--- src/rtl/deser_queue_top_if.sv ---
// Handshake/data bundle between the serial producer, the byte queue and the downstream consumer.
interface deser_queue_top_if #(
    parameter int unsigned WIDTH = 8,
    parameter int unsigned LEN_W = 4
);
    logic             data_in;
    logic             write_in;
    logic             enqueue_in;
    logic             dequeue_in;
    logic             data_ready;
    logic             status_out;
    logic [LEN_W-1:0] len_out;
    logic [WIDTH-1:0] data_out;

    modport master (
        output data_in, write_in, enqueue_in, dequeue_in,
        input  data_ready, status_out, len_out, data_out
    );

    modport slave (
        input  data_in, write_in, enqueue_in, dequeue_in,
        output data_ready, status_out, len_out, data_out
    );
endinterface

--- src/rtl/deser_queue_top.sv ---
// Serial-to-parallel deserializer (MSB first) feeding a DEPTH-entry byte FIFO.
// A completed byte is held, blocking further serial input, until it is enqueued.
module deser_queue_top #(
    parameter int unsigned WIDTH = 8,
    parameter int unsigned DEPTH = 8
) (
    input  logic                clock,
    input  logic                reset,
    deser_queue_top_if.slave    bus
);
    localparam int unsigned CNT_W = $clog2(WIDTH);
    localparam int unsigned PTR_W = $clog2(DEPTH);
    localparam int unsigned LEN_W = PTR_W + 1;

    typedef enum logic {
        ST_COLLECT = 1'b0,
        ST_HOLD    = 1'b1
    } state_t;

    state_t             state;
    state_t             state_next;
    logic               holding_c;

    logic [CNT_W-1:0]   cnt;
    // Only the low WIDTH-1 bits are ever needed; the MSB leaves with the completing bit.
    logic [WIDTH-2:0]   shift;
    logic [WIDTH-1:0]   hold;

    logic [WIDTH-1:0]   mem [DEPTH];
    logic [PTR_W-1:0]   head;
    logic [PTR_W-1:0]   tail;
    logic [LEN_W-1:0]   len;

    logic               write_bit_c;
    logic               last_bit_c;
    logic               do_deq_c;
    logic               do_enq_c;
    logic               full_c;

    assign write_bit_c = (state == ST_COLLECT) && bus.write_in;
    assign last_bit_c  = write_bit_c && (cnt == CNT_W'(WIDTH - 1));
    assign full_c      = (len == LEN_W'(DEPTH));
    assign do_deq_c    = bus.dequeue_in && (len != '0);
    // A full queue still takes the held byte when the head is popped on the same edge.
    assign do_enq_c    = (state == ST_HOLD) && bus.enqueue_in && (!full_c || do_deq_c);

    // State register
    always_ff @(posedge clock or negedge reset) begin
        if (!reset) begin
            state <= ST_COLLECT;
        end else begin
            state <= state_next;
        end
    end

    // Next-state logic
    always_comb begin
        state_next = state;
        case (state)
            ST_COLLECT: if (last_bit_c) state_next = ST_HOLD;
            ST_HOLD:    if (do_enq_c)   state_next = ST_COLLECT;
            default:    state_next = ST_COLLECT;
        endcase
    end

    // Output decode
    always_comb begin
        holding_c = 1'b0;
        case (state)
            ST_HOLD: holding_c = 1'b1;
            default: holding_c = 1'b0;
        endcase
    end

    assign bus.data_ready = holding_c;
    assign bus.status_out = holding_c;

    // Bit collection and byte capture
    always_ff @(posedge clock or negedge reset) begin
        if (!reset) begin
            cnt   <= '0;
            shift <= '0;
            hold  <= '0;
        end else if (write_bit_c) begin
            shift <= {shift[WIDTH-3:0], bus.data_in};
            if (last_bit_c) begin
                cnt  <= '0;
                hold <= {shift, bus.data_in};
            end else begin
                cnt  <= cnt + CNT_W'(1);
            end
        end
    end

    // Queue storage; contents are don't-care until covered by len
    always_ff @(posedge clock) begin
        if (do_enq_c) begin
            mem[tail] <= hold;
        end
    end

    // Queue pointers and occupancy
    always_ff @(posedge clock or negedge reset) begin
        if (!reset) begin
            head <= '0;
            tail <= '0;
            len  <= '0;
        end else begin
            if (do_enq_c) tail <= tail + PTR_W'(1);
            if (do_deq_c) head <= head + PTR_W'(1);
            case ({do_enq_c, do_deq_c})
                2'b10:   len <= len + LEN_W'(1);
                2'b01:   len <= len - LEN_W'(1);
                default: len <= len;
            endcase
        end
    end

    assign bus.len_out  = len;
    assign bus.data_out = (len != '0) ? mem[head] : '0;
endmodule

--- src/flat_wrapper.sv ---
// flat-port wrapper written by rule: the top's interface ports become plain ports
module deser_queue_top_flat 
#(
    parameter int unsigned WIDTH = 8,
    parameter int unsigned DEPTH = 8
)
  (clock, reset, bus_data_in, bus_write_in, bus_enqueue_in, bus_dequeue_in, bus_data_ready, bus_status_out, bus_len_out, bus_data_out);
  deser_queue_top_if #(.WIDTH(WIDTH), .LEN_W(4)) bus_i ();
  input  logic clock;
  input  logic reset;
  input wire logic [$bits(bus_i.data_in)-1:0] bus_data_in;
  input wire logic [$bits(bus_i.write_in)-1:0] bus_write_in;
  input wire logic [$bits(bus_i.enqueue_in)-1:0] bus_enqueue_in;
  input wire logic [$bits(bus_i.dequeue_in)-1:0] bus_dequeue_in;
  output wire logic [$bits(bus_i.data_ready)-1:0] bus_data_ready;
  output wire logic [$bits(bus_i.status_out)-1:0] bus_status_out;
  output wire logic [$bits(bus_i.len_out)-1:0] bus_len_out;
  output wire logic [$bits(bus_i.data_out)-1:0] bus_data_out;
  assign bus_i.data_in = bus_data_in;
  assign bus_i.write_in = bus_write_in;
  assign bus_i.enqueue_in = bus_enqueue_in;
  assign bus_i.dequeue_in = bus_dequeue_in;
  assign bus_data_ready = bus_i.data_ready;
  assign bus_status_out = bus_i.status_out;
  assign bus_len_out = bus_i.len_out;
  assign bus_data_out = bus_i.data_out;
  deser_queue_top #(.WIDTH(WIDTH), .DEPTH(DEPTH)) u_core (.clock(clock), .reset(reset), .bus(bus_i));
endmodule
--- config.mk ---
export PLATFORM = sky130hd
export DESIGN_NAME = deser_queue_top_flat
export DESIGN_NICKNAME = d
export VERILOG_FILES = /design/src/rtl/deser_queue_top_if.sv /design/src/rtl/deser_queue_top.sv /design/src/flat_wrapper.sv
export SDC_FILE = /design/constraint.sdc
export NUM_CORES = 1
export LEC_CHECK = 0
export ABC_AREA = 0
export BUFFER_PORTS_ARGS = -buffer_cell sky130_fd_sc_hd__buf_2
export CELL_PAD_IN_SITES_DETAIL_PLACEMENT = 1
export CELL_PAD_IN_SITES_GLOBAL_PLACEMENT = 2
export CORE_ASPECT_RATIO = 2
export CORE_UTILIZATION = 50
export CTS_CLUSTER_SIZE = 8
export DETAILED_ROUTE_END_ITERATION = 7
export PLACE_DENSITY = 0.84
export SETUP_SLACK_MARGIN = 0.1
export SKIP_CTS_REPAIR_TIMING = 1
export SYNTH_ARGS = -nofsm -noshare
export SYNTH_HDL_FRONTEND = slang
export SYNTH_SLANG_ARGS = --single-unit
export TNS_END_PERCENT = 20
--- constraint.sdc ---
create_clock -name clock -period 3.95 [get_ports clock]
set_input_delay 0.395 -clock clock [delete_from_list [all_inputs] [get_ports clock]]
set_output_delay 0.395 -clock clock [all_outputs]
set_load 0.05 [all_outputs]
# Word level (Yosys, flattened, before mapping)
# Memory sizes are Yosys's and may differ from the RTL's.
# Cells that the tools add are included.
# word_totals
elab_cells	37
latchBits	0
regBits	29
mem_bits_ro	0
n_memories	1
output_inout_bits	14
ramBits	64
# classes
order_cmp	0
shifts	0
bitwise_logic	1
eq_ne	4
n_mux	9
n_mul	0
div	0
n_addsub	5
n_reduce_logical	10
# memory_table
memory	words	word_bits	read_ports	rd_ports_with_merged_regs	wr	line	text
u_core.mem	8	8	1	0	1	deser_queue_top.sv:29	logic [WIDTH-1:0] mem [DEPTH];
# ops
op	count
$add 3x1->3 const B	3
$mux 8	1
$pmux 4 s2	1
$logic_and 1x1->1	5
$mux 1	5
$add 4x1->4 const B	1
$eq 4x4->1 const B	1
$reduce_bool 4->1	1
$sub 4x1->4 const B	1
$eq 3x3->1 const B	1
$mux 3	1
$eq 2x1->1 const B	1
$eq 2x2->1 const B	1
$pmux 1 s2	1
$reduce_and 2->1	1
$reduce_bool 2->1	1
$logic_not 1->1	1
$logic_or 1x1->1	1
$not 1->1	1

# Logic depth before layout (Yosys ltp)
# Gate-level depths: netlist of the first run.
# depth
ltp_word	6
depth_mapped	11

# Worst setup path before layout of the first run
# OpenSTA, ideal clock, no wires.
# synth_timing
path_type	register to register
from	reg u_core.len[1] (netlist: u_core.bus.len_out[1])
to	reg u_core.len[2] (netlist: u_core.bus.len_out[2])
path_slack_ns	1.347
path_stages_with_launch	12
period_less_slack_ns	2.603
arrival_time_ns	2.452
required_time_ns	3.799
n_path_buf	1
cell_sequence	dfrtp_1 > buf_6 > or3_4 > o21a_4 > nand2_4 > ha_1 > xor2_1 > ha_1 > a21oi_1 > xor2_1 > nor2_1 > xor2_1
# synth_between
elab_chain_cells	6
word_cells_on_any_way	12
classes_between	add/sub: 2; eq/ne: 3; mux: 1; reduce/logical: 6
# synth_lines
item	line	text
start: declaration	deser_queue_top.sv:32	logic [LEN_W-1:0] len;
start signal: assignment	deser_queue_top.sv:112	2'b10: len <= len + LEN_W'(1);
start signal: assignment	deser_queue_top.sv:113	2'b01: len <= len - LEN_W'(1);
start signal: assignment	deser_queue_top.sv:114	default: len <= len;
$eq 4x4->1 or $reduce_bool 4->1 (tied branches)	deser_queue_top.sv:42, deser_queue_top.sv:43	
$logic_not 1->1 or $logic_and 1x1->1 (tied branches)	deser_queue_top.sv:45, deser_queue_top.sv:43	
$logic_or 1x1->1	deser_queue_top.sv:45	assign do_enq_c = (state == ST_HOLD) && bus.enqueue_in && (!full_c || do_deq_c);
$logic_and 1x1->1	deser_queue_top.sv:45	
$eq 2x1->1 or $eq 2x2->1 (tied branches)	deser_queue_top.sv:111	case ({do_enq_c, do_deq_c})
$pmux 4 s2 or $reduce_bool 2->1 (tied branches)	-	
# Parallel ways exist; a longest one is shown, timed or not.
# A chain may end at the register's enable or synchronous reset.

# Worst setup path after layout of the first run
# layout_timing
from	reg u_core.head[0]
to	out bus_data_out[6]
# layout_between
elab_chain_cells	2
# layout_lines
item	line	text
start: declaration	deser_queue_top.sv:30	logic [PTR_W-1:0] head;
start signal: assignment	deser_queue_top.sv:110	if (do_deq_c) head <= head + PTR_W'(1);
$mem_v2 8x8	-	
$mux 8	deser_queue_top.sv:120	assign bus.data_out = (len != '0) ? mem[head] : '0;
end: declaration	flat_wrapper.sv:18	output wire logic [$bits(bus_i.data_out)-1:0] bus_data_out;
# No other way between the ends.

==> impl_metrics.tcl, run 1 <==
set metrics [dict create \
    crit_fanout 13 \
    fp.coreArea_sq_mm 0.00732 \
    synth_area_sq_mm 0.00382 \
    route.met2.wl_um 4010 \
    first_pass_iters 4 \
    endpoint_kind "output pin" \
    synth_async_sr_flop_share 0.312 \
    htreeDepth 3 \
    antenna_found_initial 0 \
    cts_tree "built" \
    num_rows 44 \
    met3WireLength_um 195 \
    required_ns 3.56 \
    clock.fmax_mhz 346 \
    synth_warnings 0 \
    rsz0062_at_grt "no" \
    synth_area_leader_cell "edfxtp_1" \
    route.detailed.drc 0 \
    syn-num-nets 221 \
    antenna_cells 0 \
    top_layer "met4" \
    clock_latency_ns 0.34 \
    wl_per_cell_um 21.6 \
    grt_overflow 0 \
    fin_hold_ws_ns 0.0808 \
    clock_skew_ns 0.00537 \
    post-route-period-util 0.731 \
    tightest_slew_ns 0.981 \
    clockBufferDepth 2 \
    path_class "flop to output pin" \
    ant_nets 0 \
    die_y_um 126 \
    start_util 0.522 \
    ys_seq_elements 93 \
    grt_pass1_wl_um 11300 \
    seq_area_frac_synth 0.693 \
    dpl.cell_count 316 \
    cp.arrival_ns 2.49 \
    grt_pass1_vias 2118 \
    maxCapViolations 0 \
    start_kind "flop" \
    status "finished, final reports clean" \
    clk_pin_slew_ns 0.06 \
    period_minus_slack_ns 2.89 \
    wirelength_um 7160 \
    vias 1897 \
    drt_iter0_drc 43 \
    grt_max_degree 30 \
    synth_edf_count 64 \
    synth_area_leaders "edfxtp_1, dfrtp_1, mux4_2" \
    syn2layout_area_growth_pct 12.3 \
    fin_setup_tns_ns 0 \
    maxSlewHeadroom 0.343 \
    drt-met1-wl_um 2670 \
    routabilityCongestion 0.745 \
    port_buffers 19 \
    dieArea_sq_mm 0.00802 \
    clkSinkCount 93 \
    ios 20 \
    yosysTopAreaCellShare 0.503 \
    syn_area_per_cell_sq_um 18.4 \
    cts-root-buf "clkbuf_16" \
    track_usage 0.204 \
    ir_worst_vdd_v 0.000469 \
    cellPowerDensity_mw_per_mm2 817 \
    nets 248 \
    setup_viol 0 \
    fin_cells 332 \
    dp_hpwl_um 5020 \
    die_w_um 63.8 \
    finish.utilization 0.586 \
    hold_class "input pin to asynchronous set/reset pin" \
    ys_types 33 \
    synth_ff_type "edfxtp_1" \
    drive_above_1_share 0.342 \
    vias_per_cell 5.71 \
    power.leakage_nw 1.58 \
    syn_inst 208 \
    finalHoldViolations 0 \
    slew_violations 0 \
    numCtsBuffers 9 \
]
-- cells by family (layout without fill, tap and decap cells) --
family | Yosys count | after routing | synth area share
AOI/OAI and AO/OA | 5 | 5 | 0.0101
xor gates and xnor gates | 9 | 9 | 0.0206
adders and majority gates | 7 | 7 | 0.0229
buffers and inverters | 9 | 41 | 0.0157
DFF | 93 | 93 | 0.693
muxes | 44 | 44 | 0.176
and+or+nand+nor | 41 | 41 | 0.0616
-- cell usage in the layout (no fill, tap or decap), drive strengths merged --
cell,count
a2111oi,1
a21oi,1
buf,24
clkbuf,10
clkinv,4
clkinvlp,1
dfrtp,29
edfxtp,64
ha,7
inv,2
mux2,20
mux2i,8
mux4,16
nand2,7
nand2b,2
nand3,3
nand3b,3
nor2,13
nor2b,2
nor3,5
nor4,3
nor4b,1
o21a,1
o21ai,2
or3,1
or3b,1
xnor2,5
xor2,4
-- critical path, cell delays in order (launching register included) --
cell     delay, ns
dfrtp_1       0.85
buf_4         0.31
mux4_2        0.51
mux2i_1       0.16
nor2_1        0.08
buf_2         0.25
-- cell usage after synthesis, types with 3 or more instances --
library cell and count:
buf_2 3, dfrtp_1 29, edfxtp_1 64, ha_1 7
mux2_2 18, mux2i_1 8, mux4_2 16, nand2_1 6
nand3_1 3, nand3b_1 3, nor2_1 13, nor3_1 5
xnor2_1 5, xor2_1 4
-- final cells by class --
type                            instances  area (sq um)
Tap cell                               92           115
Fill cell                             680          3030
Clock buffer                           10           229
Clock inverter                          6          38.8
Inverter                                1          3.75
Timing Repair Buffer                   24           133
Multi-Input combinational cell        106          1120
Sequential cell                        93          2650
-- metal layers --
layer	global-route usage	up-vias
met3	0.0480	24
met4	0.120	0
met5	0	-
li1	-	850
met2	0.357	36
met1	0.217	987
-- report_power, final --
group          total [mW]  switching, mW  leakage, nW  internal [mW]
combinational        1.12          0.647        0.521          0.473
clock               0.774          0.349        0.130          0.425
sequential           1.61          0.317        0.930           1.29
-- per-stage QoR --
| step | area (sq um) | power (mW) | setup slack (ns) |
|---|---|---|---|
| 6_report | 4290 | 3.50 | 1.06 |
| 5_1_grt | 4290 | 3.67 | 0.860 |
| 4_1_cts | 4290 | 3.56 | 0.984 |
| 3_5_place_dp | 4020 | 2.77 | 1.18 |
| 3_3_place_gp | 4020 | 2.68 | 1.40 |
| 2_1_floorplan | 3820 | 2.47 | 1.35 |
-- flip-flops by register name (all words and copies together) (netlist names) --
register            count
u_core.hold             8
u_core.mem             64
u_core.cnt              3
u_core.head             3
u_core.state            1
u_core.bus.len_out      4
u_core.tail             3
u_core.shift            7
-- final timing paths --
| kind | start | end | slack (ns) | cells past startpoint |
|---|---|---|---|---|
| max | u_core.head[0] | bus_data_out[6] | 1.06 | 5 |
| min | reset | u_core.shift[3] | 0.08 | 1 |
| max reg2reg | u_core.bus.len_out[1] | u_core.bus.len_out[2] | 1.21 | 9 |
| min reg2reg | u_core.shift[6] | u_core.hold[7] | 0.52 | 1 |
| max in group asynchronous | reset | u_core.bus.len_out[2] | 3.44 | 1 |
| min in group clock | bus_data_in | u_core.shift[0] | 0.30 | 2 |
No activity file was read; power rests on OpenSTA's default activity.
==> run 2: changes to the inputs <==
--- a/config.mk
+++ b/config.mk
@@ -10,10 +10,10 @@
 export CELL_PAD_IN_SITES_DETAIL_PLACEMENT = 1
 export CELL_PAD_IN_SITES_GLOBAL_PLACEMENT = 2
 export CORE_ASPECT_RATIO = 2
-export CORE_UTILIZATION = 50
+export CORE_UTILIZATION = 42
 export CTS_CLUSTER_SIZE = 8
 export DETAILED_ROUTE_END_ITERATION = 7
-export PLACE_DENSITY = 0.84
+export PLACE_DENSITY = 0.75
 export SETUP_SLACK_MARGIN = 0.1
 export SKIP_CTS_REPAIR_TIMING = 1
 export SYNTH_ARGS = -nofsm -noshare
==> constraint.sdc (replaced) <==
create_clock -name clock -period 2.5 [get_ports clock]
set_input_delay 0.25 -clock clock [delete_from_list [all_inputs] [get_ports clock]]
set_output_delay 0.25 -clock clock [all_outputs]
set_load 0.05 [all_outputs]
==> impl_metrics.tcl, run 2 (synthesis gave the netlist of run 1 again) <==
set metrics [dict create \
    start_util 0.439 \
    first_pass_iters 4 \
    numCtsBuffers 9 \
    crit_fanout 8 \
    finalHoldViolations 29 \
    vias_per_cell 5.48 \
    fin_hold_ws_ns -0.0560 \
    layout_common_cells "edfxtp_1, dfrtp_1, buf_2" \
    wirelength_um 6770 \
    post-route-cell-area_sq_mm 0.00441 \
    drive_above_1_share 0.374 \
    cts-root-buf "clkbuf_16" \
    rsz0062_at_grt "yes" \
    maxSlewHeadroom 0.552 \
    clkSinkCount 93 \
    violations "negative hold slack" \
    dieArea_sq_mm 0.00951 \
    post_dp_cell_area_sq_mm 0.00409 \
    slew_violations 0 \
    total_power_mw 5.76 \
    clockBufferDepth 2 \
    dp_hpwl_um 4700 \
    endpoint_kind "flop" \
    fin_setup_tns_ns 0 \
    post-route-period-util 0.923 \
    port_buffers 19 \
    grt_pass1_wl_um 11100 \
    start_kind "flop" \
    grt_pass1_vias 2006 \
    die_w_um 69.4 \
    num_rows 48 \
    vias 1896 \
    syn2layout_area_growth_pct 15.5 \
    ir_worst_vdd_v 0.000799 \
    fp.coreArea_sq_mm 0.00871 \
    cp.arrival_ns 2.52 \
    status "finished, violations left" \
    grt_max_degree 30 \
    clock_latency_ns 0.34 \
    nFillCells 812 \
    regMostFlops "u_core.mem" \
    wl_per_cell_um 19.6 \
    cp_common_cell "xor2_1" \
    path_cells "or3_4 -> o21a_4 -> nand2_4 -> ha_4 -> xor2_1 -> ha_1 -> a21oi_1 -> xor2_1 -> nor2_1 -> xor2_1" \
    required_ns 2.71 \
    period_minus_slack_ns 2.31 \
    die_y_um 137 \
    routabilityCongestion 0.718 \
    setup_viol 0 \
    finish.utilization 0.507 \
    ios 20 \
    path_class "flop to flop" \
    antenna_found_initial 0 \
    cts_tree "built" \
    critPathSlowestCell "dfrtp_2" \
    drt_iter0_drc 96 \
    grt_overflow 0 \
    mostFrequentLayoutCell "edfxtp_1" \
    route.detailed.drc 0 \
    clk_pin_slew_ns 0.06 \
    critPathMaxStageDelay_ns 0.47 \
    ant_nets 0 \
    antenna_cells 0 \
    nets 254 \
    cellPowerDensity_mw_per_mm2 1300 \
    clock.fmax_mhz 434 \
    largest_reg_flops 64 \
    htreeDepth 3 \
    power.leakage_nw 1.64 \
    tightest_slew_ns 0.672 \
    maxCapViolations 0 \
    top_regs "u_core.mem (64), u_core.hold (8), u_core.shift (7)" \
    hold_class "input pin to asynchronous set/reset pin" \
    track_usage 0.162 \
    clock_skew_ns 0.00548 \
]
==> run 2: cell types whose count changed in the layout (fill, tap and decap cells not counted), sizes merged <==
| cell | before | now |
|---|---|---|
| clkinvlp | 1 | 0 |
| bufinv | 0 | 2 |
| clkbuf | 10 | 9 |
| inv | 2 | 5 |
| buf | 24 | 30 |
| clkinv | 4 | 1 |
==> run 2: cell type report <==
class | count | area (sq um) | share of cell area
Tap cell | 100 | 125 | 0.0283
Inverter | 1 | 3.75 | 0.000850
Sequential cell | 93 | 2650 | 0.601
Clock buffer | 9 | 225 | 0.0510
Timing Repair Buffer | 30 | 178 | 0.0402
Multi-Input combinational cell | 106 | 1130 | 0.256
Clock inverter | 7 | 101 | 0.0230
==> run 2: layer usage <==
layer	up-vias	track usage	part of all wire
met5	-	0	0
met2	31	0.291	0.57
li1	864	-	-
met3	9	0.0339	0.024
met4	0	0.0794	0.025
met1	992	0.180	0.38
==> run 2: where the power goes <==
group	total (mW)	leakage (nW)	switching, mW	internal, mW
combinational	1.80	0.551	1.04	0.756
clock	1.46	0.160	0.574	0.890
sequential	2.49	0.927	0.444	2.05
==> run 2: path summary, 6_finish.rpt <==
kind / slack (ns) / to / cells after the start / from
hold reg to reg: 0.52 / u_core.cnt[1] / 1 / u_core.cnt[1]
hold / removal: -0.06 / u_core.bus.len_out[3] / 1 / reset
min in group clock: 0.17 / u_core.hold[0] / 2 / bus_data_in
setup / recovery: 0.19 / u_core.bus.len_out[2] / 10 / u_core.bus.len_out[1]
max in group asynchronous: 2.08 / u_core.bus.len_out[0] / 1 / reset
setup reg to reg: 0.19 / u_core.bus.len_out[2] / 10 / u_core.bus.len_out[1]
==> run 2: worst max-delay path: cells and delay by family, from the launching register on <==
family / cells / cell delay, ns
AND/OR/NAND/NOR: 3 / 0.58
flip-flops: 1 / 0.47
adder cells (fa/ha/maj): 2 / 0.36
XOR/XNOR: 3 / 0.38
AO/OA/AOI/OAI: 2 / 0.40
==> run 2: through the flow <==
step	setup slack [ns]	cells
final	0.193	346
after detailed placement	0.199	330
after global routing	0.0921	346
after floorplan	0.100	208
after global placement	0.231	330
after CTS	0.0792	346
